<file path="src/rtl/escritor_rastro.sv">
// escritor_rastro: writes the player trail into a frame-sized trail RAM.
// A clear walks every address writing 0. A draw writes one TAM_BLOCO x TAM_BLOCO
// block of code 'cor' at (coord_x, coord_y). Pixels that fall off-screen are skipped.
// Ports:
//   CLOCK_50, reset             clock, asynchronous active-high reset
//   limpar                      clear request; has priority and restarts any operation
//   desenha_req                 block draw request, accepted only in IDLE
//   coord_x, coord_y, cor       block origin and trail code, latched on acceptance
//   wraddress, data, wren       RAM write port (address = x + y*LARGURA)
//   ocupado                     high while an operation is in progress
//   pronto                      one-cycle completion pulse
module escritor_rastro #(
    parameter int unsigned LARGURA   = 640,
    parameter int unsigned ALTURA    = 480,
    parameter int unsigned TAM_BLOCO = 8
) (
    input  logic        CLOCK_50,
    input  logic        reset,
    input  logic        limpar,
    input  logic        desenha_req,
    input  logic [9:0]  coord_x,
    input  logic [9:0]  coord_y,
    input  logic [7:0]  cor,
    output logic [18:0] wraddress,
    output logic [7:0]  data,
    output logic        wren,
    output logic        ocupado,
    output logic        pronto
);

    localparam int unsigned AW    = 19;
    localparam int unsigned NW    = 20;
    localparam int unsigned CW    = $clog2(TAM_BLOCO + 1);
    localparam int unsigned TOTAL = LARGURA * ALTURA;

    localparam logic [1:0] IDLE    = 2'd0;
    localparam logic [1:0] LIMPA   = 2'd1;
    localparam logic [1:0] DESENHA = 2'd2;

    logic [1:0]    state, next_state;
    logic [9:0]    base_x, base_y, next_base_x, next_base_y;
    logic [7:0]    cor_r, next_cor;
    logic [CW-1:0] col, lin, next_col, next_lin;
    logic [NW-1:0] clr_cnt, next_clr_cnt;
    logic [AW-1:0] next_addr;
    logic [7:0]    next_data;
    logic          next_wren, next_pronto;

    // Current pixel source: live inputs on the accepting edge, latched values afterwards
    logic [9:0]    src_x, src_y;
    logic [CW-1:0] src_c, src_l;
    logic [AW-1:0] pix_x, pix_y, pix_addr;
    logic          pix_ok;
    logic [CW-1:0] adv_col, adv_lin;

    always_comb begin
        if (state == IDLE) begin
            src_x = coord_x;
            src_y = coord_y;
            src_c = '0;
            src_l = '0;
        end else begin
            src_x = base_x;
            src_y = base_y;
            src_c = col;
            src_l = lin;
        end
        pix_x    = AW'(src_x) + AW'(src_c);
        pix_y    = AW'(src_y) + AW'(src_l);
        pix_ok   = (pix_x < AW'(LARGURA)) && (pix_y < AW'(ALTURA));
        pix_addr = pix_x + pix_y * AW'(LARGURA);
        // Row-major step; lin reaching TAM_BLOCO marks the block as finished
        if (src_c == CW'(TAM_BLOCO - 1)) begin
            adv_col = '0;
            adv_lin = CW'(src_l + CW'(1));
        end else begin
            adv_col = CW'(src_c + CW'(1));
            adv_lin = src_l;
        end
    end

    // Next-state and next-output logic
    always_comb begin
        next_state   = state;
        next_base_x  = base_x;
        next_base_y  = base_y;
        next_cor     = cor_r;
        next_col     = col;
        next_lin     = lin;
        next_clr_cnt = clr_cnt;
        next_addr    = '0;
        next_data    = '0;
        next_wren    = 1'b0;
        next_pronto  = 1'b0;

        if (limpar) begin
            // Start or restart the clear, writing address 0 on this edge
            next_state   = LIMPA;
            next_wren    = 1'b1;
            next_clr_cnt = NW'(1);
            next_col     = '0;
            next_lin     = '0;
        end else begin
            case (state)
                IDLE: begin
                    if (desenha_req) begin
                        next_state  = DESENHA;
                        next_base_x = coord_x;
                        next_base_y = coord_y;
                        next_cor    = cor;
                        next_wren   = pix_ok;
                        next_addr   = pix_ok ? pix_addr : '0;
                        next_data   = pix_ok ? cor : 8'h00;
                        next_col    = adv_col;
                        next_lin    = adv_lin;
                    end
                end
                LIMPA: begin
                    if (clr_cnt == NW'(TOTAL)) begin
                        next_state   = IDLE;
                        next_pronto  = 1'b1;
                        next_clr_cnt = '0;
                    end else begin
                        next_wren    = 1'b1;
                        next_addr    = AW'(clr_cnt);
                        next_clr_cnt = NW'(clr_cnt + NW'(1));
                    end
                end
                DESENHA: begin
                    if (lin == CW'(TAM_BLOCO)) begin
                        next_state  = IDLE;
                        next_pronto = 1'b1;
                        next_col    = '0;
                        next_lin    = '0;
                    end else begin
                        // Clipped pixels still consume their cycle
                        next_wren = pix_ok;
                        next_addr = pix_ok ? pix_addr : '0;
                        next_data = pix_ok ? cor_r : 8'h00;
                        next_col  = adv_col;
                        next_lin  = adv_lin;
                    end
                end
                default: next_state = IDLE;
            endcase
        end
    end

    // State and registered outputs
    always_ff @(posedge CLOCK_50 or posedge reset) begin
        if (reset) begin
            state     <= IDLE;
            base_x    <= '0;
            base_y    <= '0;
            cor_r     <= '0;
            col       <= '0;
            lin       <= '0;
            clr_cnt   <= '0;
            wraddress <= '0;
            data      <= '0;
            wren      <= 1'b0;
            ocupado   <= 1'b0;
            pronto    <= 1'b0;
        end else begin
            state     <= next_state;
            base_x    <= next_base_x;
            base_y    <= next_base_y;
            cor_r     <= next_cor;
            col       <= next_col;
            lin       <= next_lin;
            clr_cnt   <= next_clr_cnt;
            wraddress <= next_addr;
            data      <= next_data;
            wren      <= next_wren;
            ocupado   <= (next_state != IDLE);
            pronto    <= next_pronto;
        end
    end

endmodule

</file>
<file path="config.mk">
export PLATFORM = sky130hd
export DESIGN_NAME = escritor_rastro
export DESIGN_NICKNAME = d
export VERILOG_FILES = /design/src/rtl/escritor_rastro.sv
export SDC_FILE = /design/constraint.sdc
export NUM_CORES = 1
export LEC_CHECK = 0
export ABC_AREA = 1
export BUFFER_PORTS_ARGS = -buffer_cell sky130_fd_sc_hd__buf_2
export CAP_MARGIN = 20
export CORE_MARGIN = 8
export CORE_UTILIZATION = 49
export CTS_BUF_LIST = sky130_fd_sc_hd__clkbuf_4 sky130_fd_sc_hd__clkbuf_8
export CTS_CLUSTER_SIZE = 24
export DETAILED_ROUTE_END_ITERATION = 10
export PLACE_DENSITY_LB_ADDON = 0.2
export SLEW_MARGIN = 20
export SYNTH_ARGS = -nofsm -noshare
export SYNTH_HDL_FRONTEND = slang
export SYNTH_SLANG_ARGS = --single-unit
</file>
<file path="constraint.sdc">
create_clock -name CLOCK_50 -period 4.4 [get_ports CLOCK_50]
set_input_delay 1.1 -clock CLOCK_50 [delete_from_list [all_inputs] [get_ports CLOCK_50]]
set_output_delay 1.1 -clock CLOCK_50 [all_outputs]
set_load 0.02 [all_outputs]
</file>
# Word-level counts from Yosys, hierarchy flattened
# Cells that the tools add are included.
# word_totals
reg_bits,88
inputBits,32
out_inout_bits,30
wordCells,78
# op_classes
addsub,6
multipliers,1
magnitude_cmp,2
n_eq_ne,6
muxes,43
bitwise_logic,1
n_reduce_logical,7
# ops
cell,count
two-way mux 19 bit,5
two-way mux 20 bit,3
one-hot mux 19 bit (3 select lines),1
two-way mux 4 bit,10
two-way mux 8 bit,5
adder 10 x 4 -> 11 bit,2
adder 20 x 1 -> 20 bit (second input constant),1
equality test 20 x 19 -> 1 bit (second input constant),1
two-way mux 10 bit,2
adder 11 x 19 -> 19 bit,1
one-hot mux 4 bit (2 select lines),2
one-hot mux 8 bit (2 select lines),1
multiplier 11 x 3 -> 12 bit (second input constant),1
< comparator 11 x 10 -> 1 bit (second input constant),1
< comparator 11 x 9 -> 1 bit (second input constant),1
adder 4 x 1 -> 4 bit (second input constant),2
two-way mux 2 bit,4
two-way mux 1 bit,7
one-hot mux 2 bit (3 select lines),1
equality test 4 x 3 -> 1 bit (second input constant),1
equality test 4 bit (second input constant),1
nonzero test 2 bit,2
!= test 3 bit (second input constant),1
one-hot mux 1 bit (3 select lines),1
other kinds (9),9

# Logic depth before layout (Yosys ltp)
# Gate-level depths: netlist of run 1.
# depth
depth_word,9
mapped_depth,33
mapped_depth_nobuf,31

# Least setup slack after synthesis of run 1
# Ideal clock, no wire load.
# synth_path
path_kind,flip-flop to flip-flop
from,register state[0]
to,register wraddress[18]
setup_time_ns,0.080
arrival_time_ns,4.307
required_ns,4.320
path_slack_ns,0.013
stages_incl_launch_ff,30
path_buffers,2
period_less_slack_ns,4.387
path_cell_list,dfrtp_1 inv_1 ha_1 inv_2 buf_4 clkbuf_1 nand2_1 o21ai_0 ha_1 inv_1 fa_1 inv_1 nand3_1 nand2_1 xor2_1 inv_1 ha_1 inv_1 fa_1 nor2_1 nand3_1 nand3_1 nand2_1 nor3_1 nand3_1 nor2_1 nand3_1 nand2_1 nand2_1 a21oi_1
# synth_via
elab_chain_cells,9
word_cells_on_any_way,19
classes_between,add/sub: 3; mul: 1; order compare: 2; eq/ne: 2; mux: 9; reduce/logical: 2
# synth_rtl
element,line_no,text
from (decl),40,"logic [1:0] state, next_state;"
from (signal assigned),165,state <= next_state;
zero test 2 bit,"57, 104",
two-way mux 10 bit or two-way mux 4 bit (tied branches),57,if (state == IDLE) begin
"adder 10 x 4 -> 11 bit, on equally long branches","69, 68",
"multiplier 11 x 3 -> 12 bit, or another cell as far along",71,pix_addr = pix_x + pix_y * AW'(LARGURA);
adder 11 x 19 -> 19 bit or logical AND 1 bit (tied branches),"71, 70",
two-way mux 19 bit,"112, 138",
"two-way mux 19 bit, on equally long branches","130, 106",
one-hot mux 19 bit (3 select lines) (*),104,case (state)
two-way mux 19 bit (*),96,if (limpar) begin
via next_addr[18],45,logic [AW-1:0] next_addr;
to (signal assigned),172,wraddress <= next_addr;
to (decl),24,"output logic [18:0] wraddress,"
# The timed path passes the listed nets; every way through them passes the cells marked *.
# A chain may end at the register's enable or synchronous reset.

# Final worst setup path of run 1
# layout_path
from,input port coord_y[0]
to,register wraddress[18]
# layout_via
elab_chain_cells,8
word_cells_on_any_way,11
classes_between,add/sub: 2; mul: 1; order compare: 1; mux: 6; reduce/logical: 1
# layout_rtl
element,line_no,text
from (decl),22,"input logic [9:0] coord_y,"
two-way mux 10 bit (*),57,
adder 10 x 4 -> 11 bit (*),69,pix_y = AW'(src_y) + AW'(src_l);
multiplier 11 x 3 -> 12 bit or < comparator 11 x 9 -> 1 bit (tied branches),"71, 70",
adder 11 x 19 -> 19 bit or logical AND 1 bit (tied branches),"71, 70",
two-way mux 19 bit (*),"112, 138",
"two-way mux 19 bit, on equally long branches","130, 106",
one-hot mux 19 bit (3 select lines) (*),104,
two-way mux 19 bit (*),96,
via next_addr[18],45,
# Marks and branches as above.

==> reports/metrics.yaml, run 1 <==
layout:
  multiInputGateArea_um2: 3169
  antenna_cells: 0
  utilization_pct: 57.68
  fill_cells: 1112
  area_growth_pct: 16.50
  drive_gt1_share_pct: 18.53
  nets: 934
  fin_area_um2: 6813
  seq_area_um2: 2202
synth:
  syn_nets: 846
  ys_ff_latch: 88
  synthFlopType: "dfrtp_1"
  synth_top_area_share_pct: 37.66
  seq_area_frac_synth_pct: 37.66
  synth_area_leaders: "dfrtp_1 (38%), nand2_1 (12%), inv_1 (8.0%), ha_1 (7.3%), nand3_1 (4.4%)"
  yosys.cell_types.count: 35
  synth_most_common_cell: "nand2_1"
  syn-cell-area_um2: 5848
  synthCells: 776
  ys_async_sr_fraction_pct: 100.0
  yosys_warnings: 0
  avgSynthCellArea_um2: 7.536
  synth_edf_count: 0
  synth_common_cells: "nand2_1 (187), inv_1 (124), dfrtp_1 (88)"
  synth_area_leader_cell: "dfrtp_1"
critical_path:
  reg2reg_from: "state[1]"
  critPathBufInv: 6
  path_cells: "buf_2 -> inv_1 -> o21ai_2 -> ha_2 -> inv_1 -> fa_1 -> buf_4 -> xnor2_1 -> ha_1 -> ha_1 -> inv_1 -> fa_1 -> nor2_1 -> nand3_1 -> nand3_2 -> nand2_1 -> nor3_2 -> buf_4 -> nand3_1 -> nor2_1 -> nand3_1 -> nand2_1 -> nand2_1 -> a21oi_2"
  required_ps: 4690
  crit_type: "primary input to flip-flop"
  cpPeakStageDelay_ps: 520
  start_kind: "primary input"
  cpMaxStageDelayCell: "fa_1"
  cpLargestDelayFamily: "adder cells"
  cp-startpoint: "coord_y[0]"
  cp-end-kind: "flip-flop"
  crit_fanout: 4
  arrival_ps: 4350
drt:
  drt-pass1-iter-count: 5
  drt_iter0_markers: 277
  vias_per_cell: 5.141
  vias: 5223
  drt_wl_total_um: 14130
  wl_per_cell_um: 13.91
  drc: 0
  antenna_left: 0
power_and_ir_drop:
  vdd_ir_drop_max_mv: 0.3571
  powerDensity_nw_per_um2: 781.9
  leakage_nw: 3.497
timing:
  worst_pin_slew_ps: 741.2
  setup_viol: 0
  skew_ps: 12.44
  slew_headroom_pct: 50.07
  hold_viol_final: 0
  max_freq_mhz: 246.4
  post-route-period-util_pct: 92.25
  hold_ws_ps: 491.6
  min_period_ps: 4059
  maxSlewViolCount: 0
  rsz0062_at_grt: "no"
flow_run:
  maxCapViolations: 0
place:
  port_buffers: 61
  gp_congestion: 0.9005
  dpl_cell_area_um2: 6481
  hpwl_um: 10920
floorplan:
  die_area_um2: 15690
  std_cell_rows: 40
  fp.dieW_um: 125.2
  io-pin-count: 62
  start_util_pct: 49.51
  die_y_um: 125.2
  coreArea_um2: 11810
cts:
  htree_num_levels: 3
  cts_root_buffer: "clkbuf_8"
  clk_pin_slew_worst_paths_ps: 80
  cts.path.max_buffers: 2
  cts_tree: "built"
  insertion_delay_ps: 380
  cts_buffers: 9
  clock_sinks: 88
hold_path:
  hold_path.class: "flip-flop to flip-flop"
  hp-start: "base_y[3]"
global_route:
  grt_max_degree: 36
  antenna_found_initial: 0
  grt_pass1_wl_um: 23700
  first_global_vias: 5199
  grt_overflow_total: 0
  grt_use_total_pct: 18.09
status:
  outcome: "finished clean"
[path summary, 6_finish.rpt]
kind	end	slack, ps	depth (start not counted)
worst max-delay path	wraddress[18]	340	24
worst min-delay path	base_y[3]	490	2
worst max register to register	wraddress[18]	350	25
worst min register to register	base_y[3]	490	2
max in group asynchronous	wraddress[15]	2960	3
min in group asynchronous	wraddress[1]	670	2
[timing repair]
item                       4_1_cts  5_1_grt
hold buffers                     0        0
gates resized for setup          1       29
buffers inserted                 1        2
setup endpoints to repair        2        6
pin swaps                        0        4
[worst min-delay path, stage by stage (launching register included)]
cell and delay [ps]:
dfrtp_1 350, nand2_1 50, o21ai_0 60
[where the power goes]
group          leakage [nW]  total, mW  switching (mW)  internal (mW)
Sequential             1.15       1.09          0.0892          0.997
Clock                 0.106      0.583           0.314          0.269
Combinational          2.24       3.66            2.18           1.48
Total                  3.50       5.33            2.58           2.75
[cell usage in the layout (no fill, tap or decap), types with 5 or more instances in the layout]
master      n
a21oi_1    44
nor3_1      9
o21ai_0    33
nand4_1    15
nand2_2    11
o22ai_1    16
nor2_1     50
dfrtp_1    88
clkbuf_8    9
nand3_1    50
buf_4      32
o21ai_1     6
xor2_1     24
o21ai_2     5
nand2_1   187
nand3b_1    5
mux2_2     11
inv_1     121
ha_1       29
nor4_1      8
buf_2      61
xnor2_1     9
[through the flow]
step                      power [mW]  std cells  setup WS, ps  TNS (ps)
final                          5.327       1016         341.0         0
after global routing           5.890       1016         10.43         0
after CTS                      5.188       1014         28.85         0
after detailed placement       4.579        997        -206.2    -476.5
after global placement         4.488        997        -98.42    -167.0
after floorplan                3.589        776         13.00         0
[state kept, by name, summed over array words and instances, names as in the netlist, 2 cells and up]
signal	cells
wraddress	19
base_x	10
base_y	10
state	2
data	8
clr_cnt	20
col	4
cor_r	8
lin	4
[kinds of logic (layout without fill, tap and decap cells)]
group	count (synthesis)	in the layout	share of synthesized area, %
buf+inv	144	237	9.628
mux	11	11	2.118
flops	88	88	37.66
simple gates	345	345	25.82
fa+ha+maj	38	38	8.644
xor+xnor	35	35	5.242
compound gates	115	115	10.89
[layout make-up]
| cell class | instances | area share [%] |
|---|---|---|
| clock buffers | 9 | 1.818 |
| clock inverters | 7 | 1.139 |
| inverters | 126 | 7.034 |
| multi-input cells | 544 | 46.52 |
| flip-flops and latches | 88 | 32.32 |
| well taps | 147 | 2.700 |
| repair buffers | 95 | 8.466 |
[layer usage]
metal	track usage, %	share of wire (%)
met2	29.31	47
met5	0	0
met3	2.975	3.8
met1	23.50	47
met4	7.593	2.3
Power figures use the tool's default switching activity.
==> inputs of run 2 (changes only) <==
--- a/config.mk
+++ b/config.mk
@@ -15,6 +15,7 @@
 export DETAILED_ROUTE_END_ITERATION = 10
 export PLACE_DENSITY_LB_ADDON = 0.2
-export SLEW_MARGIN = 20
+export SLEW_MARGIN = 40
 export SYNTH_ARGS = -nofsm -noshare
 export SYNTH_HDL_FRONTEND = slang
 export SYNTH_SLANG_ARGS = --single-unit
+export TNS_END_PERCENT = 50
==> constraint.sdc (replaced) <==
create_clock -name CLOCK_50 -period 4.4 [get_ports CLOCK_50]
set_input_delay 0.22 -clock CLOCK_50 [delete_from_list [all_inputs] [get_ports CLOCK_50]]
set_output_delay 0.22 -clock CLOCK_50 [all_outputs]
set_load 0.02 [all_outputs]
==> run 2 against run 1 <==
  * Utilization shrank 1.8 points
  * Setup slack worse by 120 ps
  * Register-to-register slack got worse by 130 ps
  * Global-route usage rose by 0.29 points
  * Combinational power is 9.3% lower
  * Power shrank 7.0%
  * Design area decreased by 3.1%
  * Routed wire length increased by 0.89%
  * Critical path type is now flip-flop to flip-flop
  * Die area stayed put
  * Clock skew hardly changed
  * Via count decreased by 1.4%
  * Non-clock buffer count is 23 lower
==> reports/metrics.yaml, run 2 (synthesized netlist as in run 1, its figures left out) <==
critical_path:
  cpPeakStageDelay_ps: 520
  cp-end-kind: "flip-flop"
  crit_fanout: 10
  start_kind: "flip-flop"
  cpLargestDelayFamily: "adder cells"
  path_cells: "inv_2 -> ha_4 -> inv_4 -> o21ai_1 -> ha_2 -> inv_1 -> fa_2 -> xnor2_1 -> ha_1 -> ha_1 -> inv_1 -> fa_1 -> nor2_1 -> nand3_1 -> nand3_2 -> nand2_2 -> nor3_4 -> nand3_1 -> nor2_1 -> nand3_1 -> nand2_1 -> nand2_1 -> a21oi_2"
  path_common_cell: "nand3_1"
  cpMaxStageDelayCell: "fa_1"
  required_ps: 4690
  crit_type: "flip-flop to flip-flop"
  arrival_ps: 4470
  critPathBufInv: 4
floorplan:
  die_area_um2: 15690
  std_cell_rows: 40
  start_util_pct: 49.51
  fp.dieW_um: 125.2
  io-pin-count: 62
  coreArea_um2: 11810
  die_y_um: 125.2
global_route:
  first_global_vias: 5057
  grt_pass1_wl_um: 23870
  grt_use_total_pct: 18.38
  antenna_found_initial: 0
  grt_overflow_total: 0
  grt_max_degree: 50
cts:
  cts_buffers: 9
  insertion_delay_ps: 370
  clock_sinks: 88
  cts.path.max_buffers: 2
  htree_num_levels: 3
  cts_tree: "built"
  cts_root_buffer: "clkbuf_8"
  clk_pin_slew_worst_paths_ps: 90
timing:
  max_freq_mhz: 239.1
  post-route-period-util_pct: 95.05
  worst_pin_slew_ps: 705.9
  min_period_ps: 4182
  maxSlewViolCount: 0
  setup_viol: 0
  setup_tns_ps: 0
  skew_ps: 12.65
  hold_viol_final: 0
  rsz0062_at_grt: "yes"
  slew_headroom_pct: 52.77
layout:
  fill_cells: 1156
  drive_gt1_share_pct: 15.96
  final_common_cell: "nand2_1"
  seq_area_um2: 2202
  regMostFlops: "clr_cnt"
  utilization_pct: 55.88
  reg_top3: "clr_cnt (20), wraddress (19)"
  multiInputGateArea_um2: 3152
  layout_common_cells: "nand2_1 (186), inv_1 (121), dfrtp_1 (88), buf_2 (61), nor2_1 (52)"
  largest_reg_flops: 20
  nets: 911
  antenna_cells: 0
  area_growth_pct: 12.86
drt:
  drt_wl_total_um: 14260
  drt-pass1-iter-count: 5
  drt_iter0_markers: 337
  vias_per_cell: 5.186
  wl_per_cell_um: 14.36
  drc: 0
  vias: 5150
  m1WireLength_um: 6820
  antenna_left: 0
  top_layer: "met4"
  dr_wl_met2_um: 6576
  wl_met3_um: 589
power_and_ir_drop:
  leakage_nw: 3.360
  vdd_ir_drop_max_mv: 0.3594
  powerDensity_nw_per_um2: 750.6
  finalPower_mw: 4.954
place:
  gp_congestion: 0.9654
  port_buffers: 61
  hpwl_um: 11030
flow_run:
  maxCapViolations: 0
hold_path:
  hold_path.class: "primary input to flip-flop"
status:
  outcome: "finished clean"
[run 2: metrics by stage]
step	instances	area [um2]	hold slack (ps)	setup WS, ps
2_1_floorplan	776	5848	359.4	13.00
3_3_place_gp	974	6309	320.6	24.19
3_5_place_dp	974	6309	328.8	-197.1
4_1_cts	991	6524	69.38	3.026
5_1_grt	993	6600	76.67	-36.04
6_report	993	6600	92.20	217.7
[run 2: power by group]
part           total [mW]  switching, mW  internal [mW]
registers            1.09         0.0907          0.997
logic                3.32           2.10           1.22
clock network       0.545          0.306          0.239
total                4.95           2.50           2.45
[run 2: worst paths after layout]
| path | startpoint | to | slack (ps) | cells after the start |
|---|---|---|---|---|
| worst max-delay path | state[1] | wraddress[18] | 220 | 23 |
| worst min-delay path | cor[4] | cor_r[4] | 90 | 2 |
| worst max register to register | state[1] | wraddress[18] | 220 | 23 |
| worst min register to register | base_x[4] | base_x[4] | 490 | 2 |
| max in group asynchronous | reset | base_y[9] | 2880 | 4 |
| min in group asynchronous | reset | wraddress[1] | 460 | 3 |
[run 2: worst reg2reg max path: stages (launching register included)]
cell     delay [ps]
dfrtp_1         420
inv_2           100
ha_4            190
inv_4            70
o21ai_1         150
ha_2            200
inv_1            50
fa_2            350
xnor2_1         360
ha_1            230
ha_1            200
inv_1            80
fa_1            520
nor2_1          140
nand3_1         110
nand3_2         100
nand2_2          70
nor3_4          230
nand3_1          90
nor2_1          100
nand3_1          80
nand2_1          70
nand2_1          60
a21oi_2         140
[run 2: layout make-up]
class | instances | share of cell area (%)
tap | 147 | 2.787
clock inverter | 5 | 0.6066
sequential | 88 | 33.36
multi-input combinational | 544 | 47.75
inverter | 126 | 7.223
timing repair buffer | 72 | 5.972
clock buffer | 11 | 2.294
[run 2: per-layer routing]
layer	vias up	GRT usage, %
met5	-	0
met3	21	3.527
met2	110	29.66
li1	2632	-
met1	2387	24.14
met4	0	6.447
[run 2: what timing repair did]
action,in CTS,in global routing
cloned,0,0
buffers inserted,0,2
resized for setup,3,18
pin swaps,0,4
endpoints found under the setup margin,2,5
hold endpoints to repair,39,0
hold buffers,1,0
==> inputs of run 3 (changes only) <==
- CTS_BUF_LIST: sky130_fd_sc_hd__clkbuf_4 sky130_fd_sc_hd__clkbuf_8 -> sky130_fd_sc_hd__clkbuf_8
- clock period: 4.4 -> 4.2 ns (I/O delays scaled with it)
==> run 3 against run 2 <==
  * Final cell count up 1.4%
  * Register-to-register slack worse by 99 ps
  * Die area unchanged
  * Clock skew up 5.5 ps
  * Flip-flop and latch count unchanged
  * Combinational power up 17%
  * First-iteration DRC count down 1.2%
  * Sequential power up 5%
  * Utilization up 2.4 points
==> reports/metrics.yaml, run 3 (synthesized netlist as in run 1, its figures left out) <==
status:
  outcome: "finished clean"
critical_path:
  arrival_ps: 4360
  cp-end-kind: "flip-flop"
  cpMaxStageDelayCell: "fa_2"
  start_kind: "flip-flop"
  crit_fanout: 5
  required_ps: 4480
  crit_type: "flip-flop to flip-flop"
  cpPeakStageDelay_ps: 490
cts:
  htree_num_levels: 3
  cts_tree: "built"
  cts.path.max_buffers: 2
  cts_buffers: 9
  clk_pin_slew_worst_paths_ps: 90
  cts_root_buffer: "clkbuf_8"
  insertion_delay_ps: 370
  clock_sinks: 88
drt:
  antenna_left: 0
  wl_per_cell_um: 14.08
  drt_wl_total_um: 14180
  vias: 5257
  drc: 0
  drt_iter0_markers: 333
  vias_per_cell: 5.220
  drt-pass1-iter-count: 6
global_route:
  use_met1_pct: 23.04
  grt_pass1_wl_um: 23280
  antenna_found_initial: 0
  grt_overflow_total: 0
  grt_use_total_pct: 17.86
  grt_max_degree: 49
  grt_busiest_layer: "met2"
  first_global_vias: 5044
  gr-usage-met3_pct: 3.740
  grtUsageMet2_pct: 29.21
timing:
  setup_viol: 0
  max_freq_mhz: 245.0
  hold_viol_final: 0
  skew_ps: 18.18
  slew_headroom_pct: 51.93
  setup_tns_ps: 0
  post-route-period-util_pct: 97.18
  worst_pin_slew_ps: 718.3
  maxSlewViolCount: 0
  min_period_ps: 4081
layout:
  regMostFlops: "clr_cnt"
  largest_reg_flops: 20
  layoutNonFillerInstCount: 1007
  multiInputGateArea_um2: 3298
  area_growth_pct: 17.76
  fill_cells: 1104
  drive_gt1_share_pct: 20.12
  reg_top3: "clr_cnt (20), wraddress (19)"
  nets: 925
  fin_area_um2: 6887
  seq_area_um2: 2202
  final_common_cell: "nand2_1"
  antenna_cells: 0
  layout_common_cells: "nand2_1 (182), inv_1 (119), dfrtp_1 (88), buf_2 (61)"
power_and_ir_drop:
  vdd_ir_drop_max_mv: 0.3796
  leakage_nw: 3.471
  finalPower_mw: 5.637
  powerDensity_nw_per_um2: 818.6
floorplan:
  fp.dieW_um: 125.2
  die_y_um: 125.2
  coreArea_um2: 11810
  io-pin-count: 62
  start_util_pct: 49.51
  std_cell_rows: 40
  die_area_um2: 15690
place:
  dpl_cell_area_um2: 6352
  dp.cells: 977
  hpwl_um: 10800
  port_buffers: 61
  gp_congestion: 0.9424
hold_path:
  hold_path.class: "primary input to flip-flop"
flow_run:
  maxCapViolations: 0
-- run 3: power by group --
part	internal (mW)	switching, mW	total [mW]	leakage (nW)
Clock	0.281	0.323	0.604	0.101
Combinational	1.51	2.38	3.89	2.22
Sequential	1.04	0.0967	1.14	1.15
Total	2.84	2.80	5.64	3.47
-- run 3: metrics by stage --
step                      setup WS [ps]  hold WS [ps]  util, %
after floorplan                   5.153         349.4        -
after global placement            70.06         390.6    53.75
after detailed placement         -205.6         248.5    53.78
after CTS                         9.928         66.25    55.71
after global routing             -107.7         63.85    58.31
final                             118.6         80.83    58.31
-- run 3: routing by layer --
metal	share of wire (%)	wire length (um)
met4	1.6	226
met3	4.7	671
met2	47	6679
met5	0	0
met1	47	6603
-- run 3: path summary, 6_finish.rpt --
check                          start       endpoint  slack (ps)  cells after the start
setup / recovery            state[0]  wraddress[16]         120                     25
hold / removal                cor[4]       cor_r[4]          80                      2
setup reg to reg            state[0]  wraddress[16]         120                     25
hold reg to reg            base_x[9]      base_x[9]         490                      2
max in group asynchronous      reset  wraddress[14]        2960                      4
min in group asynchronous      reset        data[3]         370                      3
-- run 3: what timing repair did --
item | 4_1_cts | 5_1_grt
buffers inserted | 1 | 12
gates resized for setup | 5 | 52
pin swaps | 4 | 19
cloned | 0 | 0
endpoints found under the setup margin | 3 | 5
endpoints found under the hold margin | 47 | 0
hold buffers | 1 | 0
-- run 3: layout make-up --
type / instances / share of cell area [%]
clock buffer: 9 / 1.799
timing repair buffer: 86 / 7.522
clock inverter: 7 / 1.126
sequential: 88 / 31.98
inverter: 126 / 7.013
multi-input combinational: 544 / 47.89
tap: 147 / 2.671
-- run 3: critical path: cells and delay by family, from the launching register on --
family | cells | cell delay, ps
buffers and inverters | 7 | 550
DFF | 1 | 400
and+or+nand+nor | 9 | 960
adders and majority gates | 5 | 1460
xor gates and xnor gates | 2 | 330
AOI/OAI and AO/OA | 2 | 310
